--- src/rtl/aucohl_pwm_tmr_nch.sv ---
// Multi-channel PWM timer: one shared prescaled up/down/up-down counter feeding
// CHANNELS shadowed compare units with polarity control and a latching fault override.
module aucohl_pwm_tmr_nch #(
    parameter int WIDTH    = 32,
    parameter int CHANNELS = 4,
    parameter int PW       = 8
) (
    input  logic                      PCLK,
    input  logic                      PRESET,
    input  logic                      en,
    input  logic [1:0]                mode,
    input  logic                      one_shot,
    input  logic                      restart,
    input  logic [PW-1:0]             prescale,
    input  logic [WIDTH-1:0]          period,
    input  logic [CHANNELS*WIDTH-1:0] cmp,
    input  logic [CHANNELS-1:0]       pol,
    input  logic                      fault,
    input  logic                      fault_en,
    input  logic                      fault_clr,
    input  logic [CHANNELS-1:0]       fault_level,
    output logic [WIDTH-1:0]          cnt,
    output logic [CHANNELS-1:0]       pwm,
    output logic                      timeout_flag,
    output logic [CHANNELS-1:0]       cmp_match,
    output logic                      fault_active,
    output logic                      running
);

    localparam logic [1:0] M_UP   = 2'b00;
    localparam logic [1:0] M_DOWN = 2'b01;
    localparam logic [1:0] M_UPDN = 2'b10;

    logic [PW-1:0]             presc_q, presc_d;
    logic [WIDTH-1:0]          cnt_q, cnt_d;
    logic [WIDTH-1:0]          per_q, per_d;
    logic [CHANNELS*WIDTH-1:0] cmp_q, cmp_d;
    logic                      dir_q, dir_d;     // 1 = counting down (up-down mode)
    logic                      done_q, done_d;
    logic [CHANNELS-1:0]       pwm_q, pwm_d;
    logic [CHANNELS-1:0]       eq_q, eq_d;
    logic [CHANNELS-1:0]       match_q, match_d;
    logic                      tmo_q, tmo_d;
    logic                      fault_q, fault_d;
    logic                      fs1_q, fs_q;

    logic       run, tick, term, load, force_lvl;
    logic [1:0] mode_e;

    always_comb begin
        mode_e  = (mode == 2'b11) ? M_UP : mode;
        run     = en && !done_q;
        tick    = run && (presc_q == prescale) && !restart;
        presc_d = presc_q + 1'b1;
        if (!en || restart || (presc_q == prescale))
            presc_d = '0;

        term   = 1'b0;
        cnt_d  = cnt_q;
        dir_d  = dir_q;
        done_d = done_q;
        if (restart) begin
            cnt_d  = (mode_e == M_DOWN) ? period : '0;
            dir_d  = 1'b0;
            done_d = 1'b0;
        end else if (tick) begin
            case (mode_e)
                M_DOWN: begin
                    if (cnt_q == '0) begin
                        term  = 1'b1;
                        cnt_d = one_shot ? cnt_q : period;
                    end else begin
                        cnt_d = cnt_q - 1'b1;
                    end
                end
                M_UPDN: begin
                    if (dir_q) begin
                        if (cnt_q == '0) begin
                            term = 1'b1;
                            if (!one_shot) begin
                                dir_d = 1'b0;
                                // Next period length comes from the shadow reloaded on this edge.
                                cnt_d = (period == '0) ? '0 : cnt_q + 1'b1;
                            end
                        end else begin
                            cnt_d = cnt_q - 1'b1;
                        end
                    end else if (per_q == '0) begin
                        term = 1'b1;
                    end else if (cnt_q == per_q) begin
                        dir_d = 1'b1;
                        cnt_d = cnt_q - 1'b1;
                    end else begin
                        cnt_d = cnt_q + 1'b1;
                    end
                end
                default: begin
                    if (cnt_q == per_q) begin
                        term  = 1'b1;
                        cnt_d = one_shot ? cnt_q : '0;
                    end else begin
                        cnt_d = cnt_q + 1'b1;
                    end
                end
            endcase
            if (term && one_shot)
                done_d = 1'b1;
        end
        tmo_d = term;

        load  = restart || !en || term;
        per_d = load ? period : per_q;
        cmp_d = load ? cmp : cmp_q;
    end

    always_comb begin
        force_lvl = fault_q || (fs_q && fault_en);
        eq_d      = '0;
        pwm_d     = '0;
        for (int i = 0; i < CHANNELS; i++) begin
            eq_d[i]  = (cnt_q == cmp_q[i*WIDTH +: WIDTH]);
            pwm_d[i] = (cnt_q < cmp_q[i*WIDTH +: WIDTH]) ^ pol[i];
        end
        if (force_lvl)
            pwm_d = fault_level;
        match_d = eq_d & ~eq_q;

        // A new set outranks a clear; a clear is honoured only once the request is gone.
        fault_d = fault_q;
        if (fs_q && fault_en)
            fault_d = 1'b1;
        else if (fault_clr && !fs_q)
            fault_d = 1'b0;
    end

    always_ff @(posedge PCLK or posedge PRESET) begin
        if (PRESET) begin
            presc_q <= '0;
            cnt_q   <= '0;
            per_q   <= '0;
            cmp_q   <= '0;
            dir_q   <= 1'b0;
            done_q  <= 1'b0;
            pwm_q   <= '0;
            eq_q    <= '1;  // reset count 0 already equals reset compare 0
            match_q <= '0;
            tmo_q   <= 1'b0;
            fault_q <= 1'b0;
            fs1_q   <= 1'b0;
            fs_q    <= 1'b0;
        end else begin
            presc_q <= presc_d;
            cnt_q   <= cnt_d;
            per_q   <= per_d;
            cmp_q   <= cmp_d;
            dir_q   <= dir_d;
            done_q  <= done_d;
            pwm_q   <= pwm_d;
            eq_q    <= eq_d;
            match_q <= match_d;
            tmo_q   <= tmo_d;
            fault_q <= fault_d;
            fs1_q   <= fault;
            fs_q    <= fs1_q;
        end
    end

    assign cnt          = cnt_q;
    assign pwm          = pwm_q;
    assign timeout_flag = tmo_q;
    assign cmp_match    = match_q;
    assign fault_active = fault_q;
    assign running      = run;

endmodule

--- config.mk ---
export PLATFORM = sky130hd
export DESIGN_NAME = aucohl_pwm_tmr_nch
export DESIGN_NICKNAME = d
export VERILOG_FILES = /design/src/rtl/aucohl_pwm_tmr_nch.sv
export SDC_FILE = /design/constraint.sdc
export NUM_CORES = 1
export LEC_CHECK = 0
export ABC_AREA = 1
export BUFFER_PORTS_ARGS = -buffer_cell sky130_fd_sc_hd__buf_2
export CAP_MARGIN = 20
export CORE_MARGIN = 3
export CORE_UTILIZATION = 40
export DETAILED_ROUTE_END_ITERATION = 8
export GPL_TIMING_DRIVEN = 1
export SYNTH_ARGS = -nofsm -noshare
export SYNTH_HDL_FRONTEND = slang
export SYNTH_SLANG_ARGS = --single-unit
export TNS_END_PERCENT = 1
--- constraint.sdc ---
create_clock -name PCLK -period 7.58 [get_ports PCLK]
set_clock_uncertainty 0.15 [all_clocks]
set_input_delay 0.758 -clock PCLK [delete_from_list [all_inputs] [get_ports PCLK]]
set_output_delay 0.758 -clock PCLK [all_outputs]
set_load 0.05 [all_outputs]
# Word level (Yosys, flattened, before mapping)
# Cells that the tools add are included.
op_classes:
  addsub: 3
  multipliers: 0
  magnitude_cmp: 4
  bitwise_logic: 6
  mux: 38
  n_div: 0
  n_reduce_logical: 24
  n_eq_ne: 13
  shifts: 0
ops:
  columns: ["cell", "count"]
  rows:
  - ["2-to-1 mux 32 bit", 13]
  - ["== test 32 bit", 5]
  - ["< comparator 32 bit", 4]
  - ["zero test 32 bit", 3]
  - ["one-hot mux 32 bit (2 select lines)", 1]
  - ["adder 32 x 1 -> 32 bit, second input constant", 1]
  - ["subtractor 32 x 1 -> 32 bit, second input constant", 1]
  - ["2-to-1 mux 1 bit", 20]
  - ["adder 8 x 1 -> 8 bit, second input constant", 1]
  - ["== test 8 bit", 1]
  - ["2-to-1 mux 8 bit", 1]
  - ["!= test 4 bit, second input constant", 2]
  - ["nonzero test 2 bit", 4]
  - ["logical AND 1 bit", 6]
  - ["!= test 5 x 4 -> 1 bit, second input constant", 1]
  - ["!= test 5 bit, second input constant", 1]
  - ["AND reduction 5 bit", 1]
  - ["AND 4 bit", 1]
  - ["== test 2 bit, second input constant", 2]
  - ["zero test 1 bit", 4]
  - ["logical OR 1 bit", 4]
  - ["2-to-1 mux 4 bit", 1]
  - ["inverter 4 bit", 1]
  - ["AND reduction 2 bit", 2]
  - ["other kinds (4)", 7]
word_totals:
  latch_bits: 0
  out_inout_bits: 43
  ram_bits: 0
  register_bits: 218
  n_memories: 0
  rom_bits: 0

# Longest topological paths before layout
# Gate-level depths: netlist of run 1.
logic_depth:
  word_depth: 10
  depth_mapped: 19
  mapped_depth_nobuf: 18

# Least setup slack after synthesis of run 1
# OpenSTA, ideal clock, no wires.
synth_timing:
  path_kind: "input to register"
  startpoint: "in en"
  endpoint: "reg cmp_q[34]"
  path_stages: 8
  path_slack_ns: 4.788
  arrival_time_ns: 2.511
  t_required_ns: 7.300
  cell_sequence: "inv_1 nor2_1 nand3_1 nor2_1 nand3_4 nand2_4 clkbuf_1 o21ai_1"
synth_via:
  elab_chain_cells: 6
synth_rtl:
  columns: ["element", "line", "rtl"]
  rows:
  - ["from (decl)", "10", "input logic en,"]
  - ["logical AND 1 bit", "52", "run = en && !done_q;"]
  - ["named net running", "27", "output logic running"]
  - ["logical AND 1 bit (2 in series)", "53", "tick = run && (presc_q == prescale) && !restart;"]
  - ["2-to-1 mux 1 bit", "66", "end else if (tick) begin"]
  - ["2-to-1 mux 1 bit", "62", "if (restart) begin"]
  - ["logical OR 1 bit", "111", "load = restart || !en || term;"]
  - ["to (signal assigned)", "155", "cmp_q <= cmp_d;"]
  - ["to (decl)", "37", "logic [CHANNELS*WIDTH-1:0] cmp_q, cmp_d;"]
# The timed path passes the listed nets, and every way through them passes these cells.
# A chain may end at the register's enable or synchronous reset.

# Final worst setup path of run 1
layout_timing:
  startpoint: "reg cnt_q[25], in the netlist cnt[25]"
  endpoint: "reg cnt_q[2], in the netlist cnt[2]"
layout_via:
  elab_chain_cells: 7
layout_rtl:
  columns: ["element", "line", "rtl"]
  rows:
  - ["from (decl)", "35", "logic [WIDTH-1:0] cnt_q, cnt_d;"]
  - ["from (signal assigned)", "153", "cnt_q <= cnt_d;"]
  - ["== test 32 bit", "90, 98", null]
  - ["2-to-1 mux 32 bit", "90", "end else if (cnt_q == per_q) begin"]
  - ["2-to-1 mux 32 bit", "88", "end else if (per_q == '0) begin"]
  - ["2-to-1 mux 32 bit", "77", "if (dir_q) begin"]
  - ["one-hot mux 32 bit (2 select lines)", "67", "case (mode_e)"]
  - ["2-to-1 mux 32 bit", "66", null]
  - ["2-to-1 mux 32 bit", "62", null]
# Several ways; a longest one is shown, not always the timed one. The select of a mux whose other input is x is not followed.

==> results of run 1 <==
==> logic make-up (layout without fill, tap and decap cells) <==
group,after synthesis,count (layout),share of synthesized area [%]
AND/OR/NAND/NOR,1221,1221,31.2
XOR/XNOR,50,50,2.67
flip-flops,218,218,33.2
buffers and inverters,432,636,11.4
AO/OA/AOI/OAI,358,358,11.5
adder cells (fa/ha/maj),133,133,10.1
==> metrics by stage <==
step | instances | power (mW) | hold slack, ps | utilization [%]
final | 3141 | 3.86 | 109 | 46.6
after global routing | 3141 | 4.09 | 124 | 46.6
after CTS | 3139 | 3.87 | 109 | 46.5
after detailed placement | 3088 | 2.54 | 196 | 44.3
after global placement | 3087 | 2.52 | 183 | 44.3
after floorplan | 2412 | 2.16 | 181 | -
==> layer usage <==
layer  GRT usage (%)  routed length [um]  vias to the layer above
li1                -                   -                     8100
met1            38.7               27600                     7880
met2            43.1               27300                      673
met3            5.84                5380                      129
met4            9.31                2340                        4
met5               0                  25                        -
==> sequential cells by signal (all words and copies together) (netlist names) <==
signal	flops
cmp_q	128
cnt	32
per_q	32
presc_q	8
cmp_match	4
eq_q	4
pwm	4
dir_q	1
done_q	1
fault_active	1
fs1_q	1
fs_q	1
timeout_flag	1
==> report_power, final <==
part	leakage [nW]	switching [mW]	internal (mW)
Clock	0.427	0.560	0.759
Sequential	2.63	0.117	1.26
Combinational	6.94	0.791	0.370
Total	10.0	1.47	2.39
==> cells in the mapped netlist, drive strengths merged (5+ instances only) <==
| cell type | count | area (um2) |
|---|---|---|
| xor2 | 41 | 359 |
| nor2 | 302 | 1180 |
| dfrtp | 214 | 5360 |
| a21oi | 121 | 606 |
| nand3 | 152 | 786 |
| o21a | 5 | 37.5 |
| nand4 | 60 | 390 |
| ha | 133 | 1660 |
| a31oi | 5 | 31.3 |
| nor3 | 19 | 95.1 |
| nor4 | 5 | 31.3 |
| o21ai | 199 | 996 |
| o211ai | 20 | 150 |
| buf | 69 | 503 |
| xnor2 | 9 | 78.8 |
| or2 | 6 | 37.5 |
| nand2 | 668 | 2530 |
| clkbuf | 32 | 120 |
| inv | 331 | 1240 |
==> worst max-delay path by stage <==
stage	slack (ps)	cells after the start	startpoint	to
after CTS	2930	16	cnt[3]	cnt[2]
after global placement	2450	13	mode[0]	cmp_q[30]
final	2870	16	cnt[25]	cnt[2]
after detailed placement	2330	13	mode[0]	cmp_q[23]
after floorplan	710	1	PRESET	cmp_match[0]
after global routing	2660	16	cnt[3]	cnt[2]
==> final cells by class <==
cell class	instances	area (um2)
clock inverter	6	82.6
inverter	331	1250
timing repair buffer	254	1360
fill	4212	21500
sequential	218	5460
tap	525	657
clock buffer	45	805
multi-input combinational	1762	9120
==> results_dict.tcl, run 1 <==
set metrics [dict create \
    worst_ep_arrival_time_ps 5070 \
    final_common_cell "nand2_1" \
    placed_area_mm2 0.0178 \
    tightest_slew_ps 1120 \
    yosys_register_bits 218 \
    wl_mm 62.6 \
    synth-edff-count 0 \
    cap_violations 0 \
    grt_pass1_vias 16000 \
    yosysUniqueCellTypes 44 \
    gp_congestion 0.993 \
    firstDrtPassIters 6 \
    path_common_cell "nand2_1" \
    nets 2914 \
    grtUsageTotal_pct 27.8 \
    ir_worst_vdd_mv 0.137 \
    mostFrequentLayoutCells "nand2_1 (661), inv_1 (325), nor2_1 (291), buf_2 (229), dfrtp_1 (214)" \
    synth_fp_nets 2731 \
    yosysWarnings 0 \
    n_antenna_cell 0 \
    r2r_slack_ps 2870 \
    finalSetupViolCount 0 \
    die_x_um 209 \
    postLayoutSetupSlackWorst_ps 2870 \
    synth.avg_cell_area_um2 6.81 \
    reg2reg_depth 16 \
    postSynthCellCount 2412 \
    path_cells "inv_1 > nand2_1 > nand2_1 > inv_1 > nand2_1 > nor2_1 > nand2_1 > nor2_2 > nand3_1 > nand2_1 > nand2_1 > nand2_1 > nand2_2 > inv_2 > nor2_1 > a21oi_1" \
    seq_area_frac_synth_pct 33.2 \
    r2r-start "cnt[25]" \
    max_slew_margin_pct 24.9 \
    hp-class "in2async" \
    period_needed_ps 4710 \
    fin_tns_setup_ps 0 \
    rr_endpoint "cnt[2]" \
    async_flop_share_pct 100 \
    crit_family "simple AND/OR/NAND/NOR gates" \
    start_util_pct 40.9 \
    rsz0062_at_grt "no" \
    clk_pin_slew_ps 60 \
    io_buffers 228 \
    io_pins 229 \
    period_share_pct 62.1 \
    dr.first_iter.drc_count 1630 \
    path_class "reg2reg" \
    start_kind "register" \
    num_vias 16800 \
    worst_path_largest_cell_delay_ps 860 \
    hpwl_mm 46.1 \
    ctsResizeCount 0 \
    post-route-drc-count 0 \
    critPathSlowestCell "nor2_2" \
    cts_buffers 28 \
    clk_latency_ps 590 \
    hold_buffers 0 \
    drv_slew 0 \
    grt_overflow 0 \
    coreArea_mm2 0.0402 \
    core.rowCount 73 \
    powerDensity_mw_per_mm2 206 \
    antenna_found_initial 2 \
    clk_root_buffer_cell "clkbuf_16" \
    grt_max_degree 183 \
    vias_per_cell 5.34 \
    end_kind "register" \
    htreeDepth 1 \
    hold_viol 0 \
    crit_required_ps 7940 \
    antenna_left 0 \
    clock.fmax_mhz 212 \
    areaGrowthSynthToFinish_pct 14.0 \
    grt_pass1_wl_mm 94.6 \
    cts_tree "built" \
    fin_area_mm2 0.0187 \
    p_leak_nw 10.0 \
    die_y_um 209 \
    ctsLongestPathBuffers 3 \
    pre_cts_slack_ps 2330 \
    clkSinkCount 218 \
    routedWlPerCell_um 19.9 \
    final_layout_size_suffix_gt1_share_pct 12.6 \
    ys.flop_type "dfrtp_1" \
    crit_fanout 33 \
    critPathBufInv 3 \
    syn_area_mm2 0.0164 \
    postCtsSetupRepairBufs 0 \
    fp.dieArea_mm2 0.0435 \
    status "completed" \
]
No activity file was read; power rests on OpenSTA's default activity.
==> run 2: changes to the inputs <==
==> constraint.sdc (replaced) <==
create_clock -name PCLK -period 4.8 [get_ports PCLK]
set_clock_uncertainty 0.15 [all_clocks]
set_input_delay 0.48 -clock PCLK [delete_from_list [all_inputs] [get_ports PCLK]]
set_output_delay 0.48 -clock PCLK [all_outputs]
set_load 0.05 [all_outputs]
==> run 2 against run 1 <==
Compared with the run above:
- sequential power grew 57%
- critical path depth is 1 lower
- final area up 7.7%
- non-clock buffer count grew 143
- sequential cell count did not move
==> results_dict.tcl, run 2 (synthesis results as in run 1) <==
set metrics [dict create \
    fin_hold_ws_ps 20.5 \
    clkSinkCount 218 \
    firstDrtPassIters 6 \
    period_needed_ps 3730 \
    dr.first_iter.drc_count 1735 \
    largest_reg_flops 128 \
    clk_root_buffer_cell "clkbuf_16" \
    fp.dieArea_mm2 0.0435 \
    grt_overflow 0 \
    fin_area_mm2 0.0202 \
    ctsLongestPathBuffers 3 \
    tightest_slew_ps 1170 \
    grt_pass1_wl_mm 95.6 \
    finalSetupViolCount 0 \
    max_slew_margin_pct 21.0 \
    num_vias 17300 \
    crit_required_ps 5130 \
    clk_pin_slew_ps 60 \
    regMostFlops "cmp_q" \
    cap_violations 0 \
    powerDensity_mw_per_mm2 308 \
    mostFrequentLayoutCells "nand2_1 (662), inv_1 (325), nor2_1 (292), buf_2 (228), dfrtp_1 (214)" \
    ir_worst_vdd_mv 0.250 \
    hpwl_mm 45.9 \
    cts_buffers 27 \
    clock.fmax_mhz 268 \
    power_mw 6.22 \
    status "completed" \
    grt_pass1_vias 16700 \
    antenna_left 0 \
    start_util_pct 40.9 \
    core.rowCount 73 \
    dp_cells 3106 \
    cts_tree "built" \
    p_leak_nw 10.6 \
    routedWlPerCell_um 18.8 \
    postLayoutSetupSlackWorst_ps 1070 \
    n_antenna_cell 0 \
    vias_per_cell 5.26 \
    post-route-drc-count 0 \
    stdcell_count 3283 \
    crit_fanout 78 \
    fillers 4088 \
    start_kind "register" \
    io_pins 229 \
    antenna_found_initial 2 \
    fin_util_pct 50.2 \
    hold_viol 0 \
    rsz0062_at_grt "no" \
    coreArea_mm2 0.0402 \
    wl_mm 61.8 \
    end_kind "register" \
    drv_slew 0 \
    postCtsSetupRepairBufs 0 \
    clk_latency_ps 580 \
    final_common_cell "nand2_1" \
    fin_tns_setup_ps 0 \
    htreeDepth 1 \
    grt_max_degree 94 \
    nets 3056 \
    register_area_mm2 0.00546 \
    pre_cts_slack_ps 1130 \
    hp-class "in2reg" \
    placed_area_mm2 0.0180 \
    gp_congestion 1.02 \
    io_buffers 228 \
    worst_ep_arrival_time_ps 4060 \
    die_y_um 209 \
    final_layout_size_suffix_gt1_share_pct 12.4 \
    period_share_pct 77.8 \
    ctsResizeCount 0 \
    path_class "reg2reg" \
    grtUsageTotal_pct 27.6 \
    areaGrowthSynthToFinish_pct 22.8 \
    die_x_um 209 \
    multi_input_area_mm2 0.00911 \
]
[run 2: final cells by class]
type	count	share of cell area [%]
Inverter	331	6.18
Clock buffer	44	3.91
Sequential cell	218	27.1
Clock inverter	6	0.595
Tap cell	525	3.26
Timing Repair Buffer	397	13.8
Multi-Input combinational cell	1762	45.2
[run 2: final timing paths]
kind                          start          to  slack (ps)  depth (start not counted)
max                          cnt[0]   cmp_q[24]        1070                         15
min                        cmp[101]  cmp_q[101]          20                          3
max reg2reg                  cnt[0]   cmp_q[24]        1070                         15
min reg2reg                   fs1_q        fs_q         200                          0
max in group asynchronous    PRESET   per_q[27]        2990                          4
min in group asynchronous    PRESET   cmp_q[43]         500                          3
[run 2: critical path, stage by stage, from the launching register on]
cell and delay, ps:
dfrtp_1 460, inv_1 300, ha_1 260, nand2_2 140, nor2_8 200, nand3_4 110
nor2_4 120, nand4_4 400, inv_2 190, nand2_1 80, nand2_2 90, nand3_4 130
nand2_8 400, buf_12 340, nand2_1 90, o21ai_0 90
[run 2: routing by layer]
metal / GRT usage (%) / wire, um
met2: 44.2 / 27200
met1: 38.5 / 27200
met5: 0 / 26
met4: 8.20 / 2040
met3: 4.74 / 5310
[run 2: where the power goes]
part | internal (mW) | switching (mW)
clock | 1.28 | 0.852
sequential | 1.99 | 0.171
combinational | 0.662 | 1.26
[run 2: repair_timing]
item                                    CTS  global route
hold buffers                            127             0
endpoints found under the setup margin    0             0
hold endpoints to repair                160             0
==> run 3: changes to the inputs <==
==> constraint.sdc (replaced) <==
create_clock -name PCLK -period 3.68 [get_ports PCLK]
set_clock_uncertainty 0.15 [all_clocks]
set_input_delay 0.368 -clock PCLK [delete_from_list [all_inputs] [get_ports PCLK]]
set_output_delay 0.368 -clock PCLK [all_outputs]
set_load 0.05 [all_outputs]
==> run 3 against run 2 <==
Compared with the run above:
- critical path depth shrank 3
- cell count grew 2.0%
- worst hold slack gained 41 ps
- global-route usage grew 0.75 points
- clock power grew 27%
- clock-buffer cell count shrank 4
==> results_dict.tcl, run 3 (synthesis results as in run 1) <==
set metrics [dict create \
    status "completed" \
    gp_congestion 1.00 \
    finalSetupViolCount 0 \
    dp_cells 3129 \
    start_kind "register" \
    largest_reg_flops 128 \
    firstDrtPassIters 5 \
    period_needed_ps 3350 \
    path_class "reg2reg" \
    postLayoutSetupSlackWorst_ps 334 \
    hold_viol 0 \
    post-route-drc-count 0 \
    vias_per_cell 5.25 \
    fin_area_mm2 0.0208 \
    hp-class "in2reg" \
    clock.fmax_mhz 299 \
    critPathSlowestCell "dlygate4sd3_1" \
    num_vias 17600 \
    fin_util_pct 51.7 \
    grt_pass1_vias 17300 \
    n_antenna_cell 0 \
    io_pins 229 \
    wl_mm 63.1 \
    clk_latency_ps 590 \
    fp.dieArea_mm2 0.0435 \
    drv_slew 0 \
    worst_path_largest_cell_delay_ps 560 \
    tightest_slew_ps 898 \
    critPathBufInv 3 \
    ir_worst_vdd_mv 0.311 \
    clkSinkCount 218 \
    grt_max_degree 142 \
    path_common_cell "nand2_1" \
    hpwl_mm 46.2 \
    mostFrequentLayoutCells "nand2_1 (662), inv_1 (325), nor2_1 (292), buf_2 (228), dfrtp_1 (214)" \
    ctsLongestPathBuffers 3 \
    coreArea_mm2 0.0402 \
    stdcell_count 3349 \
    antenna_found_initial 1 \
    fin_tns_setup_ps 0 \
    nets 3122 \
    die_x_um 209 \
    clk_root_buffer_cell "clkbuf_16" \
    crit_fanout 10 \
    cap_violations 0 \
    ctsResizeCount 0 \
    rsz0062_at_grt "no" \
    start_util_pct 40.9 \
    htreeDepth 1 \
    max_slew_margin_pct 40.1 \
    final_common_cell "nand2_1" \
    cts_buffers 27 \
    io_buffers 228 \
    core.rowCount 73 \
    worst_ep_arrival_time_ps 3650 \
    cts_tree "built" \
    fin_hold_ws_ps 61.3 \
    end_kind "register" \
    p_leak_nw 10.9 \
    regMostFlops "cmp_q" \
    grt_pass1_wl_mm 98.1 \
    crit_family "buffers and inverters" \
    crit_required_ps 3980 \
    path_cells "buf_4 > ha_1 > nand4_1 > nor3_1 > nand2_1 > nor2_1 > inv_1 > o21ai_0 > o21bai_1 > nand3_1 > nand2_1 > dlygate4sd3_1" \
    placed_area_mm2 0.0182 \
    antenna_left 0 \
    period_share_pct 90.9 \
    grt_overflow 0 \
    areaGrowthSynthToFinish_pct 26.4 \
    die_y_um 209 \
    powerDensity_mw_per_mm2 391 \
    routedWlPerCell_um 18.8 \
    clk_pin_slew_ps 70 \
    grtUsageTotal_pct 28.4 \
    postCtsSetupRepairBufs 0 \
    pre_cts_slack_ps 603 \
    final_layout_size_suffix_gt1_share_pct 13.1 \
    dr.first_iter.drc_count 1937 \
    r2r_slack_ps 330 \
    power_mw 8.13 \
]
-- run 3: metal layers --
layer,vias up,global-route usage [%],share of wire (%)
met5,-,1.45,0.14
met4,2,8.41,3.4
met3,125,4.62,8.4
met2,769,45.5,45
met1,8187,39.5,43
li1,8508,-,-
-- run 3: final timing paths --
check / startpoint / end / depth (start not counted)
setup / recovery: cnt[21] / pwm[0] / 12
hold / removal: pol[3] / pwm[3] / 4
setup reg to reg: cnt[21] / pwm[0] / 12
hold reg to reg: fs1_q / fs_q / 0
max in group asynchronous: PRESET / per_q[19] / 4
min in group asynchronous: PRESET / cmp_q[47] / 4
-- run 3: final cells by class --
class	instances	area, um2
fill	3925	19400
multi-input combinational	1762	9110
sequential	218	5460
timing repair buffer	463	3420
inverter	331	1250
clock buffer	40	764
tap	525	657
clock inverter	10	115
-- run 3: repair_timing --
action,in CTS,in global routing
endpoints found under the hold margin,309,0
hold buffers,170,0
setup endpoints to repair,0,0
-- run 3: tightest hold or removal path: cells and delay by family --
family / cells / cell delay [ps]
buffers and inverters: 1 / 110
and+or+nand+nor: 3 / 270
-- run 3: report_power, final --
part / leakage (nW) / internal, mW / switching (mW) / total (mW)
Combinational: 7.87 / 0.932 / 1.74 / 2.68
Sequential: 2.63 / 2.60 / 0.144 / 2.75
Clock: 0.438 / 1.58 / 1.13 / 2.71
